`config.mk`:
```
export PLATFORM = sky130hd
export DESIGN_NAME = alu_result_stage_flat
export DESIGN_NICKNAME = d
export VERILOG_FILES = /design/src/rtl/alu_result_stage_if.sv /design/src/rtl/alu_result_stage.sv /design/src/flat_wrapper.sv
export SDC_FILE = /design/constraint.sdc
export NUM_CORES = 1
export LEC_CHECK = 0
export CAP_MARGIN = 20
export CORE_MARGIN = 2
export CORE_UTILIZATION = 32
export DETAILED_ROUTE_END_ITERATION = 10
export PLACE_DENSITY = 0.63
export SLEW_MARGIN = 20
export SYNTH_ARGS = -nofsm -noshare
export SYNTH_HDL_FRONTEND = slang
export SYNTH_SLANG_ARGS = --single-unit
export TNS_END_PERCENT = 10
```
`constraint.sdc`:
```
create_clock -name clk -period 5.4 [get_ports clk]
set_input_delay 0.81 -clock clk [delete_from_list [all_inputs] [get_ports clk]]
set_output_delay 0.81 -clock clk [all_outputs]
set_load 0.01 [all_outputs]
```
`src/rtl/alu_result_stage_if.sv`:
```
// Result-stage handshake bundle: producer side (z/in_valid/in_ready) and
// consumer side (out_* / out_ready / out_count).
interface alu_result_stage_if #(
    parameter int WIDTH = 32
);
    logic [WIDTH-1:0] z;
    logic             in_valid;
    logic             in_ready;
    logic [WIDTH-1:0] out_data;
    logic             out_zero;
    logic             out_neg;
    logic             out_valid;
    logic             out_ready;
    logic [15:0]      out_count;

    modport slave (
        input  z, in_valid, out_ready,
        output in_ready, out_data, out_zero, out_neg, out_valid, out_count
    );

    modport master (
        output z, in_valid, out_ready,
        input  in_ready, out_data, out_zero, out_neg, out_valid, out_count
    );
endinterface

```
`src/rtl/alu_result_stage.sv`:
```
// Two-entry result FIFO carrying the word plus zero/negative flags; 1-cycle latency.
// Backpressure: in_ready drops when both entries are full; all outputs are registered state.
module alu_result_stage #(
    parameter int WIDTH = 32,
    parameter int DEPTH = 2
) (
    input  logic              clk,
    input  logic              rst,
    alu_result_stage_if.slave bus
);
    localparam int EW = WIDTH + 2;

    logic [EW-1:0] mem [2];
    logic [EW-1:0] head;
    logic [EW-1:0] z_ent;
    logic          rd_ptr;
    logic          wr_ptr;
    logic [1:0]    occ;
    logic [1:0]    occ_nxt;
    logic [15:0]   cnt;
    logic          push;
    logic          pop;

    assign push  = bus.in_valid && (occ != DEPTH[1:0]);
    assign pop   = bus.out_ready && (occ != 2'd0);
    // Flags are captured from z here so the stored entry never needs recomputation.
    assign z_ent = {bus.z[WIDTH-1], (bus.z == '0), bus.z};

    always_comb begin
        occ_nxt = occ;
        case ({push, pop})
            2'b10:   occ_nxt = occ + 2'd1;
            2'b01:   occ_nxt = occ - 2'd1;
            default: occ_nxt = occ;
        endcase
    end

    always_ff @(posedge clk) begin
        if (push) begin
            mem[wr_ptr] <= z_ent;
        end
    end

    // The head is a dedicated register so outputs hold their last value once empty.
    always_ff @(posedge clk) begin
        if (rst) begin
            occ    <= 2'd0;
            rd_ptr <= 1'b0;
            wr_ptr <= 1'b0;
            cnt    <= 16'd0;
            head   <= {1'b0, 1'b1, {WIDTH{1'b0}}};
        end else begin
            occ <= occ_nxt;
            if (push) begin
                wr_ptr <= ~wr_ptr;
            end
            if (pop) begin
                rd_ptr <= ~rd_ptr;
                cnt    <= cnt + 16'd1;
            end
            if (occ == 2'd0 && push) begin
                head <= z_ent;
            end else if (pop && occ == 2'd2) begin
                head <= mem[~rd_ptr];
            end else if (pop && push) begin
                head <= z_ent;
            end
        end
    end

    assign bus.in_ready  = (occ != DEPTH[1:0]);
    assign bus.out_valid = (occ != 2'd0);
    assign bus.out_data  = head[WIDTH-1:0];
    assign bus.out_zero  = head[WIDTH];
    assign bus.out_neg   = head[WIDTH+1];
    assign bus.out_count = cnt;
endmodule
```
`src/flat_wrapper.sv`:
```
// flat-port wrapper written by rule: the top's interface ports become plain ports
module alu_result_stage_flat 
#(
    parameter int WIDTH = 32,
    parameter int DEPTH = 2
)
  (clk, rst, bus_z, bus_in_valid, bus_out_ready, bus_in_ready, bus_out_data, bus_out_zero, bus_out_neg, bus_out_valid, bus_out_count);
  alu_result_stage_if #(.WIDTH(WIDTH)) bus_i ();
  input  logic clk;
  input  logic rst;
  input wire logic [$bits(bus_i.z)-1:0] bus_z;
  input wire logic [$bits(bus_i.in_valid)-1:0] bus_in_valid;
  input wire logic [$bits(bus_i.out_ready)-1:0] bus_out_ready;
  output wire logic [$bits(bus_i.in_ready)-1:0] bus_in_ready;
  output wire logic [$bits(bus_i.out_data)-1:0] bus_out_data;
  output wire logic [$bits(bus_i.out_zero)-1:0] bus_out_zero;
  output wire logic [$bits(bus_i.out_neg)-1:0] bus_out_neg;
  output wire logic [$bits(bus_i.out_valid)-1:0] bus_out_valid;
  output wire logic [$bits(bus_i.out_count)-1:0] bus_out_count;
  assign bus_i.z = bus_z;
  assign bus_i.in_valid = bus_in_valid;
  assign bus_i.out_ready = bus_out_ready;
  assign bus_in_ready = bus_i.in_ready;
  assign bus_out_data = bus_i.out_data;
  assign bus_out_zero = bus_i.out_zero;
  assign bus_out_neg = bus_i.out_neg;
  assign bus_out_valid = bus_i.out_valid;
  assign bus_out_count = bus_i.out_count;
  alu_result_stage #(.WIDTH(WIDTH), .DEPTH(DEPTH)) u_core (.clk(clk), .rst(rst), .bus(bus_i));
endmodule
```
# [Word-level counts from Yosys, hierarchy flattened]
# Memory sizes are Yosys's and may differ from the RTL's.
# Index checks and enable logic that the tools add are counted.
[word_totals] regBits=54 latchBits=0 mem_bits_rw=68 romBits=0 out_inout_bits=52 elab_cells=31 memories=1
[op_classes] add_sub_neg=3 n_mul=0 div_mod_pow=0 order_cmp=0 n_eq_ne=4 n_shift=0 mux=6 bitwise=2 reduce_logical=10
[mem_list] name="u_core.mem" words=2 word_bits=34 rd=1 rd_clocked_by_memory_dff=0 write_ports=1 line_no="alu_result_stage.sv:13" rtl="logic [EW-1:0] mem [2];"
[op_table] operator="$mux W34" count=3
[op_table] operator="$logic_not A32 Y1" count=1
[op_table] operator="$add A16 B1 Y16 const B" count=1
[op_table] operator="$logic_and A1 B1 Y1" count=5
[op_table] operator="$eq A2 B2 Y1 const B" count=2
[op_table] operator="$pmux W2 S2" count=1
[op_table] operator="$reduce_bool A2 Y1" count=2
[op_table] operator="$reduce_bool A3 Y1" count=1
[op_table] operator="$add A2 B1 Y2 const B" count=1
[op_table] operator="$eq A2 B1 Y1 const B" count=1
[op_table] operator="$logic_not A2 Y1" count=1
[op_table] operator="$mux W1" count=2
[op_table] operator="$ne A2 B2 Y1 const B" count=1
[op_table] operator="$not A1 Y1" count=2
[op_table] operator="$sub A2 B1 Y2 const B" count=1

# [Logic depth before layout (Yosys ltp)]
# Gate-level depths: netlist (run 1).
[depth] ltp_word=6 ltp_mapped=10

# [Worst setup path after synthesis (run 1)]
# OpenSTA, ideal clock, no wires.
[synth_path] path_type="in2reg" startpoint="input port bus_in_valid" endpoint="memory u_core.mem[0][0] in the netlist's numbering, enable pin" setup_time_ps=423 t_arrival_ps=2316 t_required_ps=4977 setup_slack_ps=2661 path_stages=2 n_path_buf=0 cell_sequence="nand2_1 nor2_1"
[synth_between] elab_chain_len=3
[synth_rtl] element="start: declaration" line_no="flat_wrapper.sv:12" rtl="input wire logic [$bits(bus_i.in_valid)-1:0] bus_in_valid;"
[synth_rtl] element="$logic_and A1 B1 Y1" line_no="alu_result_stage.sv:24" rtl="assign push = bus.in_valid && (occ != DEPTH[1:0]);"
[synth_rtl] element="$mux W1" line_no="alu_result_stage.sv:39" rtl="if (push) begin"
[synth_rtl] element="$mux W1 (implied by the code)" line_no="alu_result_stage.sv:40" rtl="mem[wr_ptr] <= z_ent;"
[synth_rtl] element="end: declaration" line_no="alu_result_stage.sv:13"
# No other way between the ends.

# [Worst setup path after layout (run 1)]
[layout_path] startpoint="input port bus_out_ready" endpoint="register u_core.head[32]"
[layout_between] elab_chain_len=4 elab_cells_between_ends=6 cone_classes="mux: 2; reduce/logical: 4"
[layout_rtl] element="start: declaration" line_no="flat_wrapper.sv:13" rtl="input wire logic [$bits(bus_i.out_ready)-1:0] bus_out_ready;"
[layout_rtl] element="$logic_and A1 B1 Y1 (*)" line_no="alu_result_stage.sv:25" rtl="assign pop = bus.out_ready && (occ != 2'd0);"
[layout_rtl] element="named net u_core.pop" line_no="alu_result_stage.sv:22" rtl="logic pop;"
[layout_rtl] element="$logic_and A1 B1 Y1" line_no="alu_result_stage.sv:63" rtl="end else if (pop && occ == 2'd2) begin"
[layout_rtl] element="$mux W34" line_no="alu_result_stage.sv:63"
[layout_rtl] element="$mux W34" line_no="alu_result_stage.sv:61" rtl="if (occ == 2'd0 && push) begin"
[layout_rtl] element="end signal: assignment" line_no="alu_result_stage.sv:62" rtl="head <= z_ent;"
[layout_rtl] element="end signal: assignment" line_no="alu_result_stage.sv:64" rtl="head <= mem[~rd_ptr];"
[layout_rtl] element="end signal: assignment" line_no="alu_result_stage.sv:66" rtl="head <= z_ent;"
[layout_rtl] element="end: declaration" line_no="alu_result_stage.sv:14" rtl="logic [EW-1:0] head;"
# The timed path passes the listed nets; every way through them passes the cells marked *.
# A chain may end at the register's enable or synchronous reset.

==> flow_metrics.env, run 1 <==
export IMPL_vdd_drop_max_mv=0.2631
export IMPL_die_area_um2=15900
export IMPL_antenna_found_initial=0
export IMPL_crit_path_cell_trace="clkdlybuf4s50_1 -> o21ai_1 -> clkinv_1 -> ha_1 -> o21ba_2 -> or3_1 -> o22a_1"
export IMPL_final_util_pct=43.76
export IMPL_worstPathRequired_ns=5.76
export IMPL_wirelength_um=10690
export IMPL_dp_slack_ns=1.888
export IMPL_firstDrtPassIters=4
export IMPL_cts_setup_buffers=0
export IMPL_io_pins=88
export IMPL_cp_num_buf_inv=2
export IMPL_cp_start_kind="input pin"
export IMPL_p_comb_share_pct=23.2
export IMPL_worstPathArrival_ns=3.42
export IMPL_n_antenna_cell=0
export IMPL_max_cap_violations=0
export IMPL_hold_viol=0
export IMPL_wl_met3_um=696
export IMPL_track_usage_pct=14.12
export IMPL_leakage_nw=2.057
export IMPL_netlist_area_um2=4770
export IMPL_synth_cell_types=38
export IMPL_port_buffers=87
export IMPL_dp_hpwl_um=6633
export IMPL_rsz0062_at_grt="false"
export IMPL_cts_made_buffers=17
export IMPL_holdWs_ns=0.4507
export IMPL_vias=3315
export IMPL_switching_share_pct=28.24
export IMPL_crit_family="compound AO/OA/AOI/OAI gates"
export IMPL_outcome="completed"
export IMPL_fmax_ghz=0.3265
export IMPL_postRouteAntennaNets=0
export IMPL_netlist_instances=408
export IMPL_clkSinkCount=119
export IMPL_cts_max_level=4
export IMPL_finalCritPeriodShare_pct=56.72
export IMPL_finalSetupViolations=0
export IMPL_start_util_pct=32.82
export IMPL_synth_top_family_by_area="simple AND/OR/NAND/NOR gates"
export IMPL_cts_path_max_buffers=2
export IMPL_gp_congestion=0.7367
export IMPL_drt_met1_wl_um=4714
export IMPL_synth_xor_area_share_pct=2.754
export IMPL_synthArstFlopShare_pct=0
export IMPL_timing_final_ws_setup_ns=2.337
export IMPL_drc_errors=0
export IMPL_grt_max_degree=67
export IMPL_finalMaxSlewViolations=0
export IMPL_wl_per_cell_um=15.59
export IMPL_synth_fa_ha_area_share_pct=0.7870
export IMPL_power_switching_mw=0.8593
export IMPL_cts_resized=0
export IMPL_grt_remaining_overflow=0
export IMPL_cts_tree="yes"
export IMPL_drive_above_1_share_pct=7.371
export IMPL_synthSimpleGateAreaFrac_pct=12.17
export IMPL_die_height_um=126.1
export IMPL_critPathKind="in2reg"
export IMPL_path_clk_slew_ns=0.05
export IMPL_synth_nets=447
export IMPL_synth_compound_area_share_pct=10.39
export IMPL_rrSetupSlack_ns=2.60
export IMPL_synthToLayoutAreaGrowth_pct=33.34
export IMPL_grt_pass1_vias=3406
export IMPL_slowest_delay_ns=0.72
export IMPL_detailedRoute_firstIterationViolations=151
export IMPL_powerDensity_nw_per_um2=478.5
export IMPL_fin_crit_ns=3.063
export IMPL_post_drt_via_cell_ratio=4.832
export IMPL_cp_slowest_cell="o21ba_2"
export IMPL_clkPwrFrac_pct=35.6
export IMPL_dieWidth_um=126.1
export IMPL_grt_pass1_wl_um=17340
export IMPL_synthMuxAreaShare_pct=7.135
export IMPL_critPathMaxFanout=33
export IMPL_seqPwrFrac_pct=41.2
export IMPL_critPathCaptureType="register"
export IMPL_hold_path_class="reg2reg"
export IMPL_finalClockSkew_ns=0.005339
export IMPL_p_int_mw=2.184
export IMPL_seq_area_frac_synth_pct=63.80
export IMPL_cts_root_buf="clkbuf_16"
export IMPL_synth_seq_cells=119
export IMPL_met2WireLength_um=5155
export IMPL_insertion_delay_ns=0.41
export IMPL_top_layer_used="met4"
export IMPL_synth_flop_cell="edfxtp_1"
export IMPL_worst_pin_slew_ns=1.046
export IMPL_core_area_um2=14530
export IMPL_synth_area_per_cell_um2=11.69
export IMPL_rows=44
export IMPL_synth_edf_count=66
export IMPL_nNetsFinal=528
export IMPL_yosysWarnings=0
export IMPL_tns_ns=0
export IMPL_holdBufCountCts=0
export IMPL_max_slew_margin_pct=30.28
[layout by cell type, fill, tap and decap left out, types with 3 or more instances in the layout]
master and instances:
nand2_1 75, xor2_1 7, xnor2_1 8, nor2_1 15
nor4_1 10, dfxtp_1 52, ha_1 3, o21ai_0 5
clkinv_2 4, edfxtp_1 66, bufinv_16 3, clkdlybuf4s50_1 86
or3_1 4, nand3_1 4, mux2i_1 34, nand4_1 4
o211ai_1 32, clkinv_1 6, nor3_1 3, a21oi_1 38
clkbuf_16 17
[tightest hold or removal path: cells and delay by family, from the launching register on]
family,cells,cell delay (ns)
flip-flops,1,0.30
AND/OR/NAND/NOR,1,0.05
AO/OA/AOI/OAI,1,0.05
[power by group through the flow]
stage          combinational [mW]  clock [mW]  sequential, mW
2_1_floorplan               0.438           0            1.24
3_3_place_gp                0.699           0            1.27
3_5_place_dp                0.705           0            1.27
4_1_cts                     0.709        1.10            1.26
5_1_grt                     0.777        1.15            1.28
6_report                    0.705        1.08            1.25
[sequential cells by signal (all words and copies together), names as in the netlist]
| register | flops |
|---|---|
| u_core.occ | 2 |
| u_core.bus.out_count | 16 |
| u_core.mem | 66 |
| u_core.wr_ptr | 1 |
| u_core.rd_ptr | 1 |
| u_core.head | 33 |
[synthesized netlist by cell type, types with 2 or more instances]
cell	instances	share of area (%)
and3_1	2	0.26
ha_1	3	0.79
nand4b_1	2	0.37
buf_2	4	0.42
buf_6	2	0.47
nor2_1	16	1.3
o21ai_0	5	0.52
or3_1	4	0.52
xnor2_1	8	1.5
nand2_1	75	5.9
nand3_1	4	0.42
o211ai_1	32	5.0
edfxtp_1	66	42
a21oi_1	38	4.0
buf_1	2	0.16
nand4_1	4	0.52
nor4_1	10	1.3
xor2_1	7	1.3
inv_1	2	0.16
mux2i_1	34	7.1
dfxtp_1	53	22
nor3_1	3	0.31
clkbuf_1	17	1.3
[cells by family after synthesis]
logic type	after synthesis
XOR/XNOR	15
AO/OA/AOI/OAI	80
AND/OR/NAND/NOR	127
multiplexers	34
flip-flops	119
buffers and inverters	30
adder cells (fa/ha/maj)	3
[stage by stage]
| step | area, um^2 | power, mW | instances |
|---|---|---|---|
| 2_1_floorplan | 4770 | 1.674 | 408 |
| 3_3_place_gp | 5758 | 1.969 | 653 |
| 3_5_place_dp | 5758 | 1.978 | 653 |
| 4_1_cts | 6327 | 3.069 | 685 |
| 5_1_grt | 6360 | 3.205 | 686 |
| 6_report | 6360 | 3.043 | 686 |
[final cells by class]
| class | count | area (um^2) |
|---|---|---|
| fill | 1379 | 8174 |
| inverter | 3 | 11.26 |
| sequential | 119 | 3047 |
| tap | 184 | 230.2 |
| clock buffer | 19 | 432.9 |
| clock inverter | 13 | 136.4 |
| timing repair buffer | 89 | 900.9 |
| multi-input combinational | 259 | 1602 |
[layer usage]
metal / vias up / GRT usage (%)
li1: 1657 / -
met1: 1563 / 16.76
met2: 83 / 22.99
met3: 12 / 6.075
met4: 0 / 4.913
met5: - / 0
[path summary, 6_finish.rpt]
kind,from,end,depth (start not counted)
max,bus_out_ready,u_core.head[32],7
min,u_core.head[22],u_core.head[22],2
max reg2reg,u_core.occ[0],u_core.head[32],6
min reg2reg,u_core.head[22],u_core.head[22],2
Note: power is estimated with default switching activity, not from simulation.
==> run 2, diff against run 1 <==
PLACE_DENSITY = 0.65   (was 0.63)
clock period = 2.45 ns   (was 5.4 ns; I/O delays follow)
==> run 2 against run 1 <==
  * Worst hold slack improved by 0.0012 ns
  * Worst setup slack got worse by 2.0 ns
  * Non-clock buffer count rose by 12
  * Global-route usage rose by 0.78 points
  * Cell area rose by 2.0%
  * Count of clock-buffer cells in the layout did not move
  * Highest routed layer unchanged
  * Via count rose by 3.1%
  * Sequential share of layout area fell by 0.98 points
  * Critical path type is now reg2out
==> flow_metrics.env, run 2 (synthesized netlist as in run 1, its figures left out) <==
export IMPL_wirelength_um=11310
export IMPL_cts_path_max_buffers=2
export IMPL_cp_start_kind="register"
export IMPL_layout_commonest_cell="clkdlybuf4s50_1"
export IMPL_worst_pin_slew_ns=0.6362
export IMPL_final_cell_mix="clkdlybuf4s50_1, nand2_1, edfxtp_1"
export IMPL_critPathCaptureType="output port"
export IMPL_clkSinkCount=119
export IMPL_core_area_um2=14530
export IMPL_post_drt_via_cell_ratio=4.898
export IMPL_grt_pass1_vias=3522
export IMPL_n_antenna_cell=0
export IMPL_port_buffers=87
export IMPL_critPathKind="reg2out"
export IMPL_path_clk_slew_ns=0.05
export IMPL_nNetsFinal=540
export IMPL_cts_resized=0
export IMPL_antenna_found_initial=0
export IMPL_critPathMaxFanout=8
export IMPL_hold_viol=0
export IMPL_dieWidth_um=126.1
export IMPL_drc_errors=0
export IMPL_firstDrtPassIters=4
export IMPL_wl_per_cell_um=16.20
export IMPL_cts_tree="yes"
export IMPL_vias=3419
export IMPL_worstPathRequired_ns=2.08
export IMPL_start_util_pct=32.82
export IMPL_cts_root_buf="clkbuf_16"
export IMPL_p_total_mw=6.893
export IMPL_fin_crit_ns=2.065
export IMPL_max_slew_margin_pct=57.58
export IMPL_rows=44
export IMPL_outcome="completed"
export IMPL_timing_final_ws_setup_ns=0.3851
export IMPL_leakage_nw=2.136
export IMPL_holdBufCountCts=0
export IMPL_finalSetupViolations=0
export IMPL_fmax_ghz=0.4843
export IMPL_die_height_um=126.1
export IMPL_grt_remaining_overflow=0
export IMPL_die_area_um2=15900
export IMPL_tns_ns=0
export IMPL_dp_slack_ns=0.1316
export IMPL_hold_path_class="in2reg"
export IMPL_cts_max_level=4
export IMPL_drive_above_1_share_pct=9.922
export IMPL_worstPathArrival_ns=1.70
export IMPL_finalClockSkew_ns=0.006907
export IMPL_rsz0062_at_grt="false"
export IMPL_track_usage_pct=14.90
export IMPL_postRouteAntennaNets=0
export IMPL_grt_pass1_wl_um=18290
export IMPL_powerDensity_nw_per_um2=1063
export IMPL_max_cap_violations=0
export IMPL_largest_register_ffs=66
export IMPL_detailedRoute_firstIterationViolations=273
export IMPL_finalCritPeriodShare_pct=84.28
export IMPL_dp_hpwl_um=7488
export IMPL_largest_register="u_core.mem"
export IMPL_io_pins=88
export IMPL_gp_congestion=0.8082
export IMPL_synthToLayoutAreaGrowth_pct=36.02
export IMPL_cts_setup_buffers=0
export IMPL_finalMaxSlewViolations=0
export IMPL_insertion_delay_ns=0.42
export IMPL_grt_max_degree=34
export IMPL_cts_made_buffers=17
export IMPL_vdd_drop_max_mv=0.5977
[run 2: through the flow]
stage	hold slack (ns)	util, %	instances	cell area, um^2
final	0.4519	44.64	698	6487
after detailed placement	0.4452	40.72	666	5918
after floorplan	0.4664	-	408	4772
after global placement	0.4409	40.72	666	5918
after global routing	0.4680	44.64	698	6487
after CTS	0.4432	44.64	698	6487
[run 2: layer usage]
| layer | GRT usage (%) | wire length (um) |
|---|---|---|
| met1 | 19.07 | 5318 |
| met5 | 0 | 0 |
| met2 | 22.42 | 5020 |
| met4 | 5.301 | 148 |
| met3 | 6.627 | 819 |
[run 2: cell type report]
type / count / area (um^2)
well taps: 184 / 230.2
repair buffers: 101 / 1033
clock buffers: 19 / 432.9
multi-input cells: 259 / 1599
inverters: 3 / 11.26
clock inverters: 13 / 136.4
fillers: 1364 / 8046
flip-flops and latches: 119 / 3044
[run 2: critical path: stages, from the launching register on]
cell and delay, ns:
dfxtp_1 0.51, nand2b_1 0.22, clkdlybuf4s50_1 0.56
[run 2: path summary, 6_finish.rpt]
check	to	cells past startpoint	slack, ns	start
setup / recovery	bus_in_ready	2	0.39	u_core.occ[0]
hold / removal	u_core.bus.out_count[3]	2	0.45	rst
setup reg to reg	u_core.head[12]	8	0.40	u_core.occ[0]
hold reg to reg	u_core.head[16]	2	0.45	u_core.head[16]
[run 2: power breakdown]
group	internal (mW)	total, mW	switching, mW
registers	2.49	2.70	0.212
clock network	1.57	2.42	0.847
logic	0.858	1.78	0.919
total	4.92	6.89	1.98
==> run 3, diff against run 2 <==
clock period = 1.8 ns   (was 2.45 ns; I/O delays follow)
==> run 3 against run 2 <==
  * Global-route usage down 0.10 points
  * Highest routed layer unchanged
  * Sequential power grew 33%
  * Combinational power is 47% higher
  * Cell area rose by 3.0%
  * Utilization up 1.3 points
  * Worst hold slack worse by 0.19 ns
  * Sequential cell count unchanged
  * Critical path depth is the same
  * Die area unchanged
==> flow_metrics.env, run 3 (synthesized netlist as in run 1, its figures left out) <==
export IMPL_finalMaxSlewViolations=0
export IMPL_hold_viol=0
export IMPL_die_height_um=126.1
export IMPL_cts_root_buf="clkbuf_16"
export IMPL_rsz0062_at_grt="true"
export IMPL_fin_crit_ns=1.734
export IMPL_rows=44
export IMPL_worst_pin_slew_ns=0.4431
export IMPL_worstPathArrival_ns=1.46
export IMPL_post_drt_via_cell_ratio=4.818
export IMPL_vdd_drop_max_mv=0.7555
export IMPL_wirelength_um=11320
export IMPL_worstPathRequired_ns=1.53
export IMPL_grt_pass1_vias=3553
export IMPL_io_pins=88
export IMPL_powerDensity_nw_per_um2=1402
export IMPL_holdBufCountCts=0
export IMPL_nNetsFinal=563
export IMPL_placed_area_um2=6116
export IMPL_port_buffers=87
export IMPL_leakage_nw=2.232
export IMPL_drive_above_1_share_pct=14.71
export IMPL_final_cell_mix="clkdlybuf4s50_1, nand2_1, edfxtp_1"
export IMPL_slowest_delay_ns=0.53
export IMPL_start_util_pct=32.82
export IMPL_core_area_um2=14530
export IMPL_worst_path_stages=2
export IMPL_synthToLayoutAreaGrowth_pct=40.03
export IMPL_die_area_um2=15900
export IMPL_critPathKind="reg2out"
export IMPL_grt_max_degree=34
export IMPL_firstDrtPassIters=5
export IMPL_insertion_delay_ns=0.41
export IMPL_detailedRoute_firstIterationViolations=168
export IMPL_cp_slowest_cell="clkdlybuf4s50_1"
export IMPL_critPathMaxFanout=4
export IMPL_grt_pass1_wl_um=18290
export IMPL_layout_commonest_cell="clkdlybuf4s50_1"
export IMPL_outcome="completed"
export IMPL_cts_made_buffers=17
export IMPL_grt_remaining_overflow=0
export IMPL_crit_family="buffers and inverters"
export IMPL_track_usage_pct=14.80
export IMPL_antenna_found_initial=0
export IMPL_dp_hpwl_um=7704
export IMPL_finalCritPeriodShare_pct=96.34
export IMPL_largest_register="u_core.mem"
export IMPL_cp_num_buf_inv=2
export IMPL_wl_per_cell_um=15.70
export IMPL_postRouteAntennaNets=0
export IMPL_finalSetupViolations=0
export IMPL_fin_area_um2=6679
export IMPL_crit_path_cell_trace="buf_4 -> clkdlybuf4s50_1"
export IMPL_n_antenna_cell=0
export IMPL_max_cap_violations=0
export IMPL_vias=3474
export IMPL_dieWidth_um=126.1
export IMPL_largest_register_ffs=66
export IMPL_finalClockSkew_ns=0.004644
export IMPL_fmax_ghz=0.5766
export IMPL_cts_path_max_buffers=2
export IMPL_r2r_cells=4
export IMPL_min_path_cells=2
export IMPL_max_slew_margin_pct=70.19
export IMPL_cts_max_level=4
export IMPL_cp_start_kind="register"
export IMPL_hold_path_class="in2reg"
export IMPL_path_clk_slew_ns=0.05
export IMPL_critPathCaptureType="output port"
export IMPL_drc_errors=0
export IMPL_cts_setup_buffers=0
export IMPL_gp_congestion=0.7859
export IMPL_cts_tree="yes"
export IMPL_holdWs_ns=0.2583
export IMPL_clkSinkCount=119
==> run 3: cell count changes in the layout (fill, tap and decap cells not counted), sizes merged <==
cell / change
clkinv: -4
dlygate4sd2: +2
clkinvlp: +6
buf: +23
clkdlybuf4s50: -2
bufinv: -2
==> run 3: stage by stage <==
step           TNS (ns)  setup slack, ns  power (mW)  util, %  instances
2_1_floorplan    -8.829          -0.2045       5.034        -        408
3_5_place_dp     -7.598          -0.2454       6.319    42.08        689
3_3_place_gp     -5.701          -0.2156       6.260    42.08        689
4_1_cts               0          0.03651       9.468    45.91        721
6_report              0          0.06583       9.365    45.95        721
5_1_grt         -0.1051         -0.02766       9.859    45.95        721
==> run 3: cell type report <==
cell class	instances	area (um^2)
Clock inverter	13	106.4
Multi-Input combinational cell	259	1604
Tap cell	184	230.2
Inverter	3	11.26
Clock buffer	19	452.9
Fill cell	1326	7855
Sequential cell	119	3045
Timing Repair Buffer	124	1229
==> run 3: metal layers <==
layer / vias up / track usage, % / share of wire (%)
met5: - / 0 / 0
met4: 0 / 4.590 / 1.3
met3: 12 / 7.137 / 7.2
met2: 75 / 22.90 / 47
met1: 1665 / 18.32 / 45
li1: 1722 / - / -
==> run 3: worst register-to-register path, delay by kind of cell, from the launching register on <==
kind            cells  cell delay (ns)
flops               1             0.38
compound gates      1             0.14
simple gates        3             1.12
==> run 3: what timing repair did <==
action                     in CTS  in global routing
setup endpoints to repair       2                 11
pin swaps                       0                  0
gates resized for setup         2                  2
==> run 3: power breakdown <==
part	switching, mW	internal, mW	total (mW)
clock	1.19	1.95	3.14
combinational	1.33	1.29	2.62
sequential	0.220	3.38	3.60
==> run 3: worst paths after layout <==
path | startpoint | end | slack [ns]
worst max-delay path | u_core.bus.out_count[1] | bus_out_count[1] | 0.07
worst min-delay path | rst | u_core.bus.out_count[3] | 0.26
worst max register to register | u_core.bus.out_count[7] | u_core.bus.out_count[15] | 0.09
worst min register to register | u_core.head[18] | u_core.head[18] | 0.45
